**config.mk**
```make
export PLATFORM = sky130hd
export DESIGN_NAME = dma_ctrl_regs
export DESIGN_NICKNAME = d
export VERILOG_FILES = /design/src/rtl/dma_ctrl_regs.sv
export SDC_FILE = /design/constraint.sdc
export NUM_CORES = 1
export LEC_CHECK = 0
export BUFFER_PORTS_ARGS = -buffer_cell sky130_fd_sc_hd__buf_2
export CELL_PAD_IN_SITES_DETAIL_PLACEMENT = 2
export CELL_PAD_IN_SITES_GLOBAL_PLACEMENT = 2
export CORE_MARGIN = 2
export CORE_UTILIZATION = 34
export CTS_CLUSTER_SIZE = 40
export DETAILED_ROUTE_END_ITERATION = 16
export GPL_TIMING_DRIVEN = 1
export PLACE_DENSITY_LB_ADDON = 0.3
export SYNTH_ARGS = -nofsm -noshare
export SYNTH_HDL_FRONTEND = slang
export SYNTH_HIERARCHICAL = 1
export SYNTH_SLANG_ARGS = --single-unit
```
**constraint.sdc**
```tcl
create_clock -name clk -period 2.8 [get_ports clk]
set_input_delay 0.42 -clock clk [delete_from_list [all_inputs] [get_ports clk]]
set_output_delay 0.42 -clock clk [all_outputs]
set_load 0.01 [all_outputs]
```
**src/rtl/dma_ctrl_regs.sv**
```systemverilog
// AXI4-Lite control/status register file for the loopback DMA (MM2S + S2MM channels).
// Optional interrupt logic (IOC_IrqEn, IOC_Irq, introut) is built only when DMA_CTRL_IRQ_EN is defined.

// state   | meaning
// HALTED  | RS=0 or after reset; Halted=1, LENGTH writes rejected
// IDLE    | running, no transfer; Idle=1, nonzero LENGTH write starts one
// CMD     | command presented to the mover, waiting for cmd_ready
// BUSY    | command accepted, waiting for the mover's done pulse
module dma_ctrl_chan #(
    parameter int LEN_W       = 14,
    parameter bit CAPTURE_LEN = 1'b0
) (
    input  logic             clk,
    input  logic             rst,
    input  logic             cr_we,
    input  logic             sr_we,
    input  logic             sa_we,
    input  logic             len_we,
    input  logic [31:0]      wdata,
    input  logic [3:0]       wstrb,
    output logic             len_err,
    output logic [31:0]      cr_val,
    output logic [31:0]      sr_val,
    output logic [31:0]      sa_val,
    output logic [31:0]      len_val,
    output logic             cmd_valid,
    input  logic             cmd_ready,
    output logic [31:0]      cmd_addr,
    output logic [LEN_W-1:0] cmd_len,
    input  logic             done,
    input  logic [LEN_W-1:0] done_len,
    output logic             introut
);

    localparam logic [1:0] ST_HALTED = 2'd0;
    localparam logic [1:0] ST_IDLE   = 2'd1;
    localparam logic [1:0] ST_CMD    = 2'd2;
    localparam logic [1:0] ST_BUSY   = 2'd3;

    logic [1:0]       state;
    logic             rs;
    logic [31:0]      sa;
    logic [LEN_W-1:0] len;
    logic [31:0]      sa_new;
    logic [LEN_W-1:0] len_new;
    logic             len_ok;
    logic             ioc_en;
    logic             ioc_irq;

    function automatic logic [31:0] merge32(input logic [31:0] old_v,
                                            input logic [31:0] new_v,
                                            input logic [3:0]  strb);
        merge32 = {strb[3] ? new_v[31:24] : old_v[31:24],
                   strb[2] ? new_v[23:16] : old_v[23:16],
                   strb[1] ? new_v[15:8]  : old_v[15:8],
                   strb[0] ? new_v[7:0]   : old_v[7:0]};
    endfunction

    assign sa_new  = merge32(sa, wdata, wstrb);
    assign len_new = LEN_W'(merge32({{(32-LEN_W){1'b0}}, len}, wdata, wstrb));
    // LENGTH is only writable while the channel is running and has nothing in flight.
    assign len_ok  = (state == ST_IDLE) && rs;
    assign len_err = !len_ok;

    always_ff @(posedge clk) begin
        if (rst) begin
            state    <= ST_HALTED;
            rs       <= 1'b0;
            sa       <= '0;
            len      <= '0;
            cmd_addr <= '0;
            cmd_len  <= '0;
        end else begin
            if (cr_we)
                rs <= wdata[0];
            if (sa_we)
                sa <= sa_new;
            if (len_we && len_ok)
                len <= len_new;
            case (state)
                ST_HALTED: begin
                    if (rs)
                        state <= ST_IDLE;
                end
                ST_IDLE: begin
                    if (!rs) begin
                        state <= ST_HALTED;
                    end else if (len_we && (len_new != '0)) begin
                        state    <= ST_CMD;
                        cmd_addr <= sa;
                        cmd_len  <= len_new;
                    end
                end
                ST_CMD: begin
                    if (cmd_ready)
                        state <= ST_BUSY;
                end
                default: begin
                    if (done) begin
                        state <= rs ? ST_IDLE : ST_HALTED;
                        if (CAPTURE_LEN)
                            len <= done_len;
                    end
                end
            endcase
        end
    end

`ifdef DMA_CTRL_IRQ_EN
    always_ff @(posedge clk) begin
        if (rst) begin
            ioc_en  <= 1'b0;
            ioc_irq <= 1'b0;
        end else begin
            if (cr_we)
                ioc_en <= wdata[12];
            // A completion on the same edge as the W1C wins.
            if (state == ST_BUSY && done)
                ioc_irq <= 1'b1;
            else if (sr_we && wdata[12])
                ioc_irq <= 1'b0;
        end
    end
`else
    assign ioc_en  = 1'b0;
    assign ioc_irq = 1'b0;
`endif

    assign cmd_valid = (state == ST_CMD);
    assign introut   = ioc_irq & ioc_en;
    assign cr_val    = {19'd0, ioc_en, 11'd0, rs};
    assign sr_val    = {19'd0, ioc_irq, 10'd0, (state == ST_IDLE), (state == ST_HALTED)};
    assign sa_val    = sa;
    assign len_val   = {{(32-LEN_W){1'b0}}, len};

endmodule

module dma_ctrl_regs #(
    parameter int ADDR_W = 7,
    parameter int LEN_W  = 14
) (
    input  logic              clk,
    input  logic              rst,
    input  logic [ADDR_W-1:0] s_axi_awaddr,
    input  logic              s_axi_awvalid,
    output logic              s_axi_awready,
    input  logic [31:0]       s_axi_wdata,
    input  logic [3:0]        s_axi_wstrb,
    input  logic              s_axi_wvalid,
    output logic              s_axi_wready,
    output logic [1:0]        s_axi_bresp,
    output logic              s_axi_bvalid,
    input  logic              s_axi_bready,
    input  logic [ADDR_W-1:0] s_axi_araddr,
    input  logic              s_axi_arvalid,
    output logic              s_axi_arready,
    output logic [31:0]       s_axi_rdata,
    output logic [1:0]        s_axi_rresp,
    output logic              s_axi_rvalid,
    input  logic              s_axi_rready,
    output logic [31:0]       mm2s_cmd_addr,
    output logic [LEN_W-1:0]  mm2s_cmd_len,
    output logic              mm2s_cmd_valid,
    input  logic              mm2s_cmd_ready,
    input  logic              mm2s_done,
    output logic [31:0]       s2mm_cmd_addr,
    output logic [LEN_W-1:0]  s2mm_cmd_len,
    output logic              s2mm_cmd_valid,
    input  logic              s2mm_cmd_ready,
    input  logic              s2mm_done,
    input  logic [LEN_W-1:0]  s2mm_done_len,
    output logic              mm2s_introut,
    output logic              s2mm_introut
);

    localparam logic [ADDR_W-1:0] OFF_MM2S_CR  = ADDR_W'('h00);
    localparam logic [ADDR_W-1:0] OFF_MM2S_SR  = ADDR_W'('h04);
    localparam logic [ADDR_W-1:0] OFF_MM2S_SA  = ADDR_W'('h18);
    localparam logic [ADDR_W-1:0] OFF_MM2S_LEN = ADDR_W'('h28);
    localparam logic [ADDR_W-1:0] OFF_S2MM_CR  = ADDR_W'('h30);
    localparam logic [ADDR_W-1:0] OFF_S2MM_SR  = ADDR_W'('h34);
    localparam logic [ADDR_W-1:0] OFF_S2MM_DA  = ADDR_W'('h48);
    localparam logic [ADDR_W-1:0] OFF_S2MM_LEN = ADDR_W'('h58);

    logic        wr_rdy;
    logic        wr_hs;
    logic        ar_rdy;
    logic        strb_full;
    logic        mm2s_cr_we, mm2s_sr_we, mm2s_sa_we, mm2s_len_we;
    logic        s2mm_cr_we, s2mm_sr_we, s2mm_sa_we, s2mm_len_we;
    logic        mm2s_len_err, s2mm_len_err;
    logic        soft_rst;
    logic        chan_rst;
    logic [31:0] mm2s_cr, mm2s_sr, mm2s_sa, mm2s_len;
    logic [31:0] s2mm_cr, s2mm_sr, s2mm_sa, s2mm_len;
    logic [31:0] rd_mux;

    assign wr_hs     = wr_rdy && s_axi_awvalid && s_axi_wvalid;
    assign strb_full = (s_axi_wstrb == 4'hF);

    assign mm2s_cr_we  = wr_hs && strb_full && (s_axi_awaddr == OFF_MM2S_CR);
    assign mm2s_sr_we  = wr_hs && strb_full && (s_axi_awaddr == OFF_MM2S_SR);
    assign mm2s_sa_we  = wr_hs && (s_axi_awaddr == OFF_MM2S_SA);
    assign mm2s_len_we = wr_hs && (s_axi_awaddr == OFF_MM2S_LEN);
    assign s2mm_cr_we  = wr_hs && strb_full && (s_axi_awaddr == OFF_S2MM_CR);
    assign s2mm_sr_we  = wr_hs && strb_full && (s_axi_awaddr == OFF_S2MM_SR);
    assign s2mm_sa_we  = wr_hs && (s_axi_awaddr == OFF_S2MM_DA);
    assign s2mm_len_we = wr_hs && (s_axi_awaddr == OFF_S2MM_LEN);

    // DMACR.Reset from either channel clears both; the bus handshake itself is not reset.
    assign soft_rst = (mm2s_cr_we || s2mm_cr_we) && s_axi_wdata[2];
    assign chan_rst = rst || soft_rst;

    always_ff @(posedge clk) begin
        if (rst) begin
            wr_rdy       <= 1'b0;
            s_axi_bvalid <= 1'b0;
            s_axi_bresp  <= 2'b00;
            ar_rdy       <= 1'b0;
            s_axi_rvalid <= 1'b0;
            s_axi_rdata  <= '0;
        end else begin
            wr_rdy <= !wr_rdy && !s_axi_bvalid && s_axi_awvalid && s_axi_wvalid;
            if (wr_hs) begin
                s_axi_bvalid <= 1'b1;
                s_axi_bresp  <= ((mm2s_len_we && mm2s_len_err) ||
                                 (s2mm_len_we && s2mm_len_err)) ? 2'b10 : 2'b00;
            end else if (s_axi_bvalid && s_axi_bready) begin
                s_axi_bvalid <= 1'b0;
            end

            ar_rdy <= !ar_rdy && !s_axi_rvalid && s_axi_arvalid;
            if (ar_rdy && s_axi_arvalid) begin
                s_axi_rvalid <= 1'b1;
                s_axi_rdata  <= rd_mux;
            end else if (s_axi_rvalid && s_axi_rready) begin
                s_axi_rvalid <= 1'b0;
            end
        end
    end

    assign s_axi_awready = wr_rdy;
    assign s_axi_wready  = wr_rdy;
    assign s_axi_arready = ar_rdy;
    assign s_axi_rresp   = 2'b00;

    always_comb begin
        rd_mux = '0;
        case (s_axi_araddr)
            OFF_MM2S_CR:  rd_mux = mm2s_cr;
            OFF_MM2S_SR:  rd_mux = mm2s_sr;
            OFF_MM2S_SA:  rd_mux = mm2s_sa;
            OFF_MM2S_LEN: rd_mux = mm2s_len;
            OFF_S2MM_CR:  rd_mux = s2mm_cr;
            OFF_S2MM_SR:  rd_mux = s2mm_sr;
            OFF_S2MM_DA:  rd_mux = s2mm_sa;
            OFF_S2MM_LEN: rd_mux = s2mm_len;
            default:      rd_mux = '0;
        endcase
    end

    dma_ctrl_chan #(.LEN_W(LEN_W), .CAPTURE_LEN(1'b0)) u_mm2s (
        .clk       (clk),
        .rst       (chan_rst),
        .cr_we     (mm2s_cr_we),
        .sr_we     (mm2s_sr_we),
        .sa_we     (mm2s_sa_we),
        .len_we    (mm2s_len_we),
        .wdata     (s_axi_wdata),
        .wstrb     (s_axi_wstrb),
        .len_err   (mm2s_len_err),
        .cr_val    (mm2s_cr),
        .sr_val    (mm2s_sr),
        .sa_val    (mm2s_sa),
        .len_val   (mm2s_len),
        .cmd_valid (mm2s_cmd_valid),
        .cmd_ready (mm2s_cmd_ready),
        .cmd_addr  (mm2s_cmd_addr),
        .cmd_len   (mm2s_cmd_len),
        .done      (mm2s_done),
        .done_len  ('0),
        .introut   (mm2s_introut)
    );

    dma_ctrl_chan #(.LEN_W(LEN_W), .CAPTURE_LEN(1'b1)) u_s2mm (
        .clk       (clk),
        .rst       (chan_rst),
        .cr_we     (s2mm_cr_we),
        .sr_we     (s2mm_sr_we),
        .sa_we     (s2mm_sa_we),
        .len_we    (s2mm_len_we),
        .wdata     (s_axi_wdata),
        .wstrb     (s_axi_wstrb),
        .len_err   (s2mm_len_err),
        .cr_val    (s2mm_cr),
        .sr_val    (s2mm_sr),
        .sa_val    (s2mm_sa),
        .len_val   (s2mm_len),
        .cmd_valid (s2mm_cmd_valid),
        .cmd_ready (s2mm_cmd_ready),
        .cmd_addr  (s2mm_cmd_addr),
        .cmd_len   (s2mm_cmd_len),
        .done      (s2mm_done),
        .done_len  (s2mm_done_len),
        .introut   (s2mm_introut)
    );

endmodule

```
======== After elaboration in Yosys (flattened, before gate mapping) ========
Index checks and enable logic that the tools add are counted.
storage, ports and cells
  bits in registers ....................... 228
  input port bits ......................... 75
  output and inout bits ................... 137
  word-level logic and storage cells ...... 132
cells by class
  equality and inequality tests ........... 23
  muxes and demuxes ....................... 27
  reductions and logical operators ........ 58
operators with widths
  operator            number
  $pmux 32 s8         1
  $mux 14             3
  $eq 7x6->1 const B  5
  $eq 7x7->1 const B  4
  $reduce_bool 14->1  2
  $logic_and 1x1->1   26
  $mux 2              11
  $mux 8              2
  $reduce_and 2->1    8
  $eq 7x5->1 const B  2
  $logic_not 7->1     2
  $mux 6              2
  $pmux 2 s3          2
  $ne 2x1->1 const B  4
  $reduce_and 4->1    2
  $reduce_bool 4->1   2
  $eq 7x3->1 const B  1
  $logic_not 1->1     6
  $mux 1              6
  $ne 3x3->1 const B  2
  $reduce_and 3->1    2
  $eq 2x1->1 const B  2
  $eq 2x2->1 const B  2
  $eq 4x4->1 const B  1
  other kinds (4)     8

======== Longest topological paths before layout ========
Gate-level depths: netlist of the first run.
  depth in word-level cells ............... 7
  mapped depth ............................ 10
  depth with buffers taken out ............ 9

======== By module ========
Netlist of the first run, hierarchy kept.
modules (own cells, without submodules)
  module                   times used  cells each  area an instance (µm²)  sequential area each (µm²)
  dma_ctrl_chan at u_mm2s  1           660         5295.1                  1901.8
  dma_ctrl_chan at u_s2mm  1           563         4745.8                  1901.8
  dma_ctrl_regs            1           392         3435.8                  740.7

======== Worst setup path before layout of the first run ========
Ideal clock, no wire load.
  kind .................................... register to register
  start point ............................. register wr_rdy, in the netlist s_axi_awready
  end point ............................... register u_mm2s.cmd_len[3]
  setup time .............................. 0.150 ns
  data arrival time ....................... 2.277 ns
  data required time ...................... 2.650 ns
  setup slack ............................. 0.373 ns
  cell stages (with the launch flop) ...... 9
  buffers on the path ..................... 3
  clock period less this slack ............ 2.427 ns
  cell sequence ........................... dfxtp_1 nand3_1 nor4_1 nand2_1 o21bai_1 clkbuf_1 clkbuf_1 clkbuf_1 a311oi_1
between the ends
  cells in the longest elaborated chain, start to end .. 7
  elaborated cells between the ends (all ways) .. 11
  those cells by class .................... 11 x reduce/logical
RTL lines
  item                                  RTL line  source
  start: declaration                    185       logic wr_rdy;
  start signal: assignment              223       wr_rdy <= !wr_rdy && !s_axi_bvalid && s_axi_awvalid && s_axi_wvalid;
  $logic_and 1x1->1 * (2 in a row)      198       assign wr_hs = wr_rdy && s_axi_awvalid && s_axi_wvalid;
  $logic_and 1x1->1 *                   --
  $logic_and 1x1->1 (on tied branches)  201, 205
  $logic_or 1x1->1 *                    211       assign soft_rst = (mm2s_cr_we || s2mm_cr_we) && s_axi_wdata[2];
  $logic_and 1x1->1 *                   211
  $logic_or 1x1->1 *                    212       assign chan_rst = rst || soft_rst;
  via chan_rst                          193       logic chan_rst;
  end signal: assignment                91        cmd_len <= len_new;
  end: declaration                      29        output logic [LEN_W-1:0] cmd_len,
The timed path passes the listed nets; every way through them passes the cells marked *.
A chain may end at the register's enable or synchronous reset.

======== Worst setup path in the final report of the first run ========
  start point ............................. register wr_rdy, in the netlist s_axi_awready
  end point ............................... register u_mm2s.cmd_addr[15]
between the ends
  elaborated cells between the ends (all ways) .. 11
  those cells by class .................... 11 x reduce/logical
RTL lines
  item                            RTL line  source
  $logic_and 1x1->1 (2 in a row)  198
  $logic_and 1x1->1               204       assign mm2s_len_we = wr_hs && (s_axi_awaddr == OFF_MM2S_LEN);
  via mm2s_len_we                 189       logic mm2s_cr_we, mm2s_sr_we, mm2s_sa_we, mm2s_len_we;
  $logic_and 1x1->1               88        end else if (len_we && (len_new != '0)) begin
  $reduce_and 3->1 (no line)      --
  end signal: assignment          71        cmd_addr <= '0;
  end signal: assignment          90        cmd_addr <= sa;
  end: declaration                28        output logic [31:0] cmd_addr,
The timed path passes the listed nets, and every way through them passes these cells.

==> results of run 1 <==
metrics by stage:
step | TNS, ps | cell area [um^2]
2_1_floorplan | 0 | 14100
3_3_place_gp | -81.0 | 14400
3_5_place_dp | -111 | 14400
4_1_cts | 0 | 15300
5_1_grt | 0 | 15300
6_report | 0 | 15300
cells in the final DEF, fill, tap and decap left out, types with 7 or more instances in the layout:
cell	instances
a21oi_1	108
a22o_1	32
a22oi_1	32
a311oi_1	13
a32oi_1	33
buf_12	8
buf_2	206
buf_4	44
clkbuf_1	7
clkbuf_16	28
conb_1	163
dfxtp_1	227
mux2_2	44
mux2i_1	117
nand2_1	160
nand2b_1	75
nand3_1	86
nor2_1	60
nor2b_1	36
nor3_1	8
nor3b_1	33
nor4_1	9
o211ai_1	65
o21ai_0	83
o22a_1	32
layout make-up:
class | instances | area share
Sequential cell | 227 | 0.296
Inverter | 3 | 0.000735
Clock buffer | 40 | 0.0519
Timing Repair Buffer | 258 | 0.0992
Tap cell | 518 | 0.0423
Clock inverter | 10 | 0.00743
Multi-Input combinational cell | 1237 | 0.502
Antenna cell | 1 | 0.000163
where the power goes:
group,internal (uW),switching (uW)
clock network,2150,1530
logic,271,487
registers,3250,45.3
total,5670,2060
metal layers:
metal / vias to the layer above / part of all wire
met3: 62 / 0.031
met5: - / 0.00031
met4: 2 / 0.020
met2: 199 / 0.52
met1: 6281 / 0.42
li1: 5759 / -
critical path: stages, from the launching register on:
cell      delay (ps)
dfxtp_1          350
nand3_1          190
nor4_1           230
buf_4            180
nand2_1           80
nor2_1           240
nand4b_1         200
buf_12           260
nor3b_1          340
a32oi_1          170
o211ai_1         120
state kept, by name (all words and copies together), names as in the netlist, 14 cells and up:
register         cells
u_mm2s/sa_val       32
u_s2mm/cmd_len      14
u_s2mm/sa_val       32
s_axi_rdata         32
u_s2mm/cmd_addr     32
u_mm2s/cmd_addr     32
u_mm2s/cmd_len      14
u_mm2s/len          14
u_s2mm/len          14
worst max path at each step:
stage | endpoint | slack (ps) | cells after the start
after floorplan | u_mm2s/cmd_len[3] | 400 | 8
after global placement | u_s2mm/cmd_len[0] | -8 | 8
after detailed placement | u_s2mm/cmd_len[6] | -30 | 8
after CTS | u_mm2s/cmd_addr[15] | 280 | 10
after global routing | u_mm2s/cmd_addr[15] | 40 | 10
final | u_mm2s/cmd_addr[15] | 310 | 10
==> results_dict.tcl, run 1 <==
set metrics [dict create \
    status "completed" \
    drt_iter0_drc 643 \
    die_h_um 203 \
    leakagePower_uw 0.00579 \
    crit_type "reg -> reg" \
    arrival_ps 2970 \
    drive_above_1_share 0.205 \
    startpoint "s_axi_awready" \
    place_congestion 0.828 \
    grt-ovfl-total 0 \
    hp-start "s_axi_awvalid" \
    root_buffer "clkbuf_16" \
    met2_usage 0.457 \
    place_ws_ps -33.8 \
    grt_start_max_net_pins 81 \
    max_slew.worst_pin.slew_ps 812 \
    n_fill_cell 4431 \
    die_x_um 203 \
    cts_tree "built" \
    r2r_cells 10 \
    cts_resized 0 \
    path_clk_slew_ps 60 \
    use_met1 0.299 \
    h-tree-depth 1 \
    dp_hpwl_um 36400 \
    layout_setup_ws_ps 312 \
    avgRoutedWirePerCell_um 22.3 \
    grt_pass1_wl_um 79200 \
    power_uw 7740 \
    postCtsSetupBuffers 0 \
    r2r_end "u_mm2s/cmd_addr[15]" \
    fmaxAchievable_ghz 0.402 \
    syn_avg_cell_area_um2 8.35 \
    fin_crit_sh 0.889 \
    fin_crit_ps 2490 \
    syn-instance-count 1611 \
    hold_path_class "in -> reg" \
    first_pass_iters 5 \
    portBuffers 206 \
    rsz0062_at_grt "no" \
    drv_cap 0 \
    pin_count 212 \
    r2r_slack_ps 310 \
    holdPathStages 3 \
    grt_use_total 0.244 \
    cts_max_path_buffers 3 \
    coreArea_um2 38800 \
    synth_area_um2 13500 \
    multi_input_area_um2 7690 \
    via_per_inst 5.36 \
    critPathMaxFanout 80 \
    ys_warn_count 6 \
    area.sequential_um2 4540 \
    wl_um 51100 \
    nNetsFinal 1830 \
    cts_buffers 28 \
    required_ps 3280 \
    dieArea_um2 41200 \
    r2r-start "s_axi_awready" \
    timing.slew.headroom 0.451 \
    power_density_nw_per_um2 505 \
    min_to "s_axi_awready" \
    final_cell_count_no_fill 2294 \
    worst_setup_path_end_kind "register" \
    cts_hold_buf 0 \
    ir_drop_mv 0.437 \
    fin_util 0.395 \
    row_count 72 \
    grtUsageMet3 0.0244 \
    clkLatencyLatePin_ps 580 \
    drc 0 \
    syn_to_final_growth_pct 14.0 \
    grt-busiest-layer "met2" \
    ant_nets 0 \
    skew_ps 31.9 \
    timing.hold.ws_ps 80.0 \
    maxSlewViolCount 0 \
    hold_violations 0 \
    setup-violations-final 0 \
    start_util 0.346 \
    antenna_found_initial 2 \
    startpoint_type "register" \
    first_global_vias 13283 \
    dp_cells 2243 \
    cts_sinks 227 \
    dr_total_vias 12303 \
]
No activity file was read; power rests on OpenSTA's default activity.
==> run 2: changes to the inputs <==
REMOVE_ABC_BUFFERS = 1   (was not set)
==> results_dict.tcl, run 2 (synthesized netlist as in run 1, its figures left out) <==
set metrics [dict create \
    ir_drop_mv 0.474 \
    cp_num_buf_inv 2 \
    setup-tns-final_ps 0 \
    fin_crit_sh 0.901 \
    hp-start "s2mm_done_len[11]" \
    dieArea_um2 41200 \
    place_congestion 0.780 \
    pin_count 212 \
    grt_pass1_wl_um 78000 \
    ant_nets 0 \
    max_slew.worst_pin.slew_ps 926 \
    setup-violations-final 0 \
    cpPeakStageDelay_ps 370 \
    final_cell_mix "dfxtp_1, buf_2, conb_1" \
    root_buffer "clkbuf_16" \
    arrival_ps 3010 \
    dr_total_vias 12288 \
    timing.hold.ws_ps 70.5 \
    maxSlewViolCount 0 \
    nNetsFinal 1829 \
    syn_to_final_growth_pct 14.5 \
    cpLargestDelayFamily "simple AND/OR/NAND/NOR gates" \
    coreArea_um2 38800 \
    antenna_found_initial 0 \
    crit_type "reg -> reg" \
    leakagePower_uw 0.00580 \
    avgRoutedWirePerCell_um 21.9 \
    status "completed" \
    drive_above_1_share 0.204 \
    hold_violations 0 \
    skew_ps 27.2 \
    clkLatencyLatePin_ps 590 \
    wl_um 50100 \
    hold_path_class "in -> reg" \
    die_x_um 203 \
    h-tree-depth 1 \
    drt_iter0_drc 480 \
    grt_start_max_net_pins 91 \
    die_h_um 203 \
    first_global_vias 13394 \
    fmaxAchievable_ghz 0.397 \
    row_count 72 \
    power_uw 7910 \
    start_util 0.346 \
    timing.slew.headroom 0.380 \
    cts_hold_buf 0 \
    cts_buffers 30 \
    path_clk_slew_ps 60 \
    portBuffers 206 \
    cp_slowest_cell "dfxtp_1" \
    holdPathStages 3 \
    critPathMaxFanout 80 \
    drc 0 \
    drv_cap 0 \
    cts_tree "built" \
    fin_util 0.397 \
    min_to "u_s2mm/len[11]" \
    r2r_slack_ps 280 \
    grt_use_total 0.239 \
    worst_setup_path_end_kind "register" \
    first_pass_iters 6 \
    dp_hpwl_um 34100 \
    crit_path_cell_trace "nand3_1 -> nor4_1 -> buf_4 -> nand2_1 -> nor2_1 -> nand4b_1 -> buf_12 -> nor3b_1 -> o21ai_0 -> o211ai_1" \
    r2r-start "s_axi_awready" \
    cts_sinks 227 \
    cts_max_path_buffers 3 \
    grt-ovfl-total 0 \
    fin_crit_ps 2520 \
    startpoint_type "register" \
    final_common_cell "dfxtp_1" \
    r2r_cells 10 \
    required_ps 3290 \
    via_per_inst 5.36 \
    r2r_end "u_mm2s/cmd_addr[9]" \
    power_density_nw_per_um2 514 \
]
==> run 2: cell count changes in the layout (fill, tap and decap cells not counted), moves of 2 or more <==
cell | previous run | this run
clkbuf_16 | 28 | 30
buf_4 | 44 | 41
nor3b_2 | 0 | 2
nor3b_1 | 33 | 31
clkbuf_1 | 7 | 10
clkinv_2 | 6 | 3
==> run 2: per-layer routing <==
| metal | vias up | global-route usage | routed length, um |
|---|---|---|---|
| met5 | - | 0 | 0 |
| li1 | 5754 | - | - |
| met4 | 0 | 0.0691 | 1530 |
| met2 | 219 | 0.430 | 25100 |
| met3 | 76 | 0.0321 | 1610 |
| met1 | 6239 | 0.295 | 21900 |
==> run 2: power by group <==
group	internal (uW)	total [uW]	switching (uW)
sequential	3250	3290	43.3
combinational	267	737	470
clock	2310	3880	1570
total	5830	7910	2080
==> run 2: worst max path at each step <==
stage | start | end | slack (ps) | cells past startpoint
after floorplan | s_axi_awready | u_s2mm/state[1] | -7220 | 6
after global placement | s_axi_wdata[3] | u_mm2s/cmd_len[10] | 330 | 5
after detailed placement | s_axi_wstrb[3] | u_mm2s/cmd_addr[25] | 230 | 9
after CTS | s_axi_awready | u_mm2s/cmd_addr[12] | 230 | 10
after global routing | s_axi_awready | u_mm2s/cmd_addr[9] | -10 | 10
final | s_axi_awready | u_mm2s/cmd_addr[9] | 280 | 10
==> run 2: repair_timing <==
action / in CTS / in global routing
buffers inserted: 0 / 0
gates resized for setup: 0 / 2
endpoints found under the setup margin: 0 / 2
==> run 2: stage by stage <==
step                instances  instance area [um^2]  worst slack [ps]
finish                   2294                 15400               278
global route             2293                 15400             -9.91
CTS                      2293                 15400               231
detailed placement       2240                 14400               235
global placement         2240                 14400               332
floorplan                1467                 12200             -7220
==> run 2: area by class of cell <==
class                   count  area (um^2)
diodes                      1         2.50
clock buffers              46          871
clock inverters             7          100
fillers                  4448        23400
inverters                   3         11.3
multi-input cells        1237         7710
flip-flops and latches    227         4540
well taps                 518          648
repair buffers            255         1510
==> run 2: worst min-delay path: stages <==
cell and delay, ps:
buf_2 80, a21oi_1 50, nor2_1 80
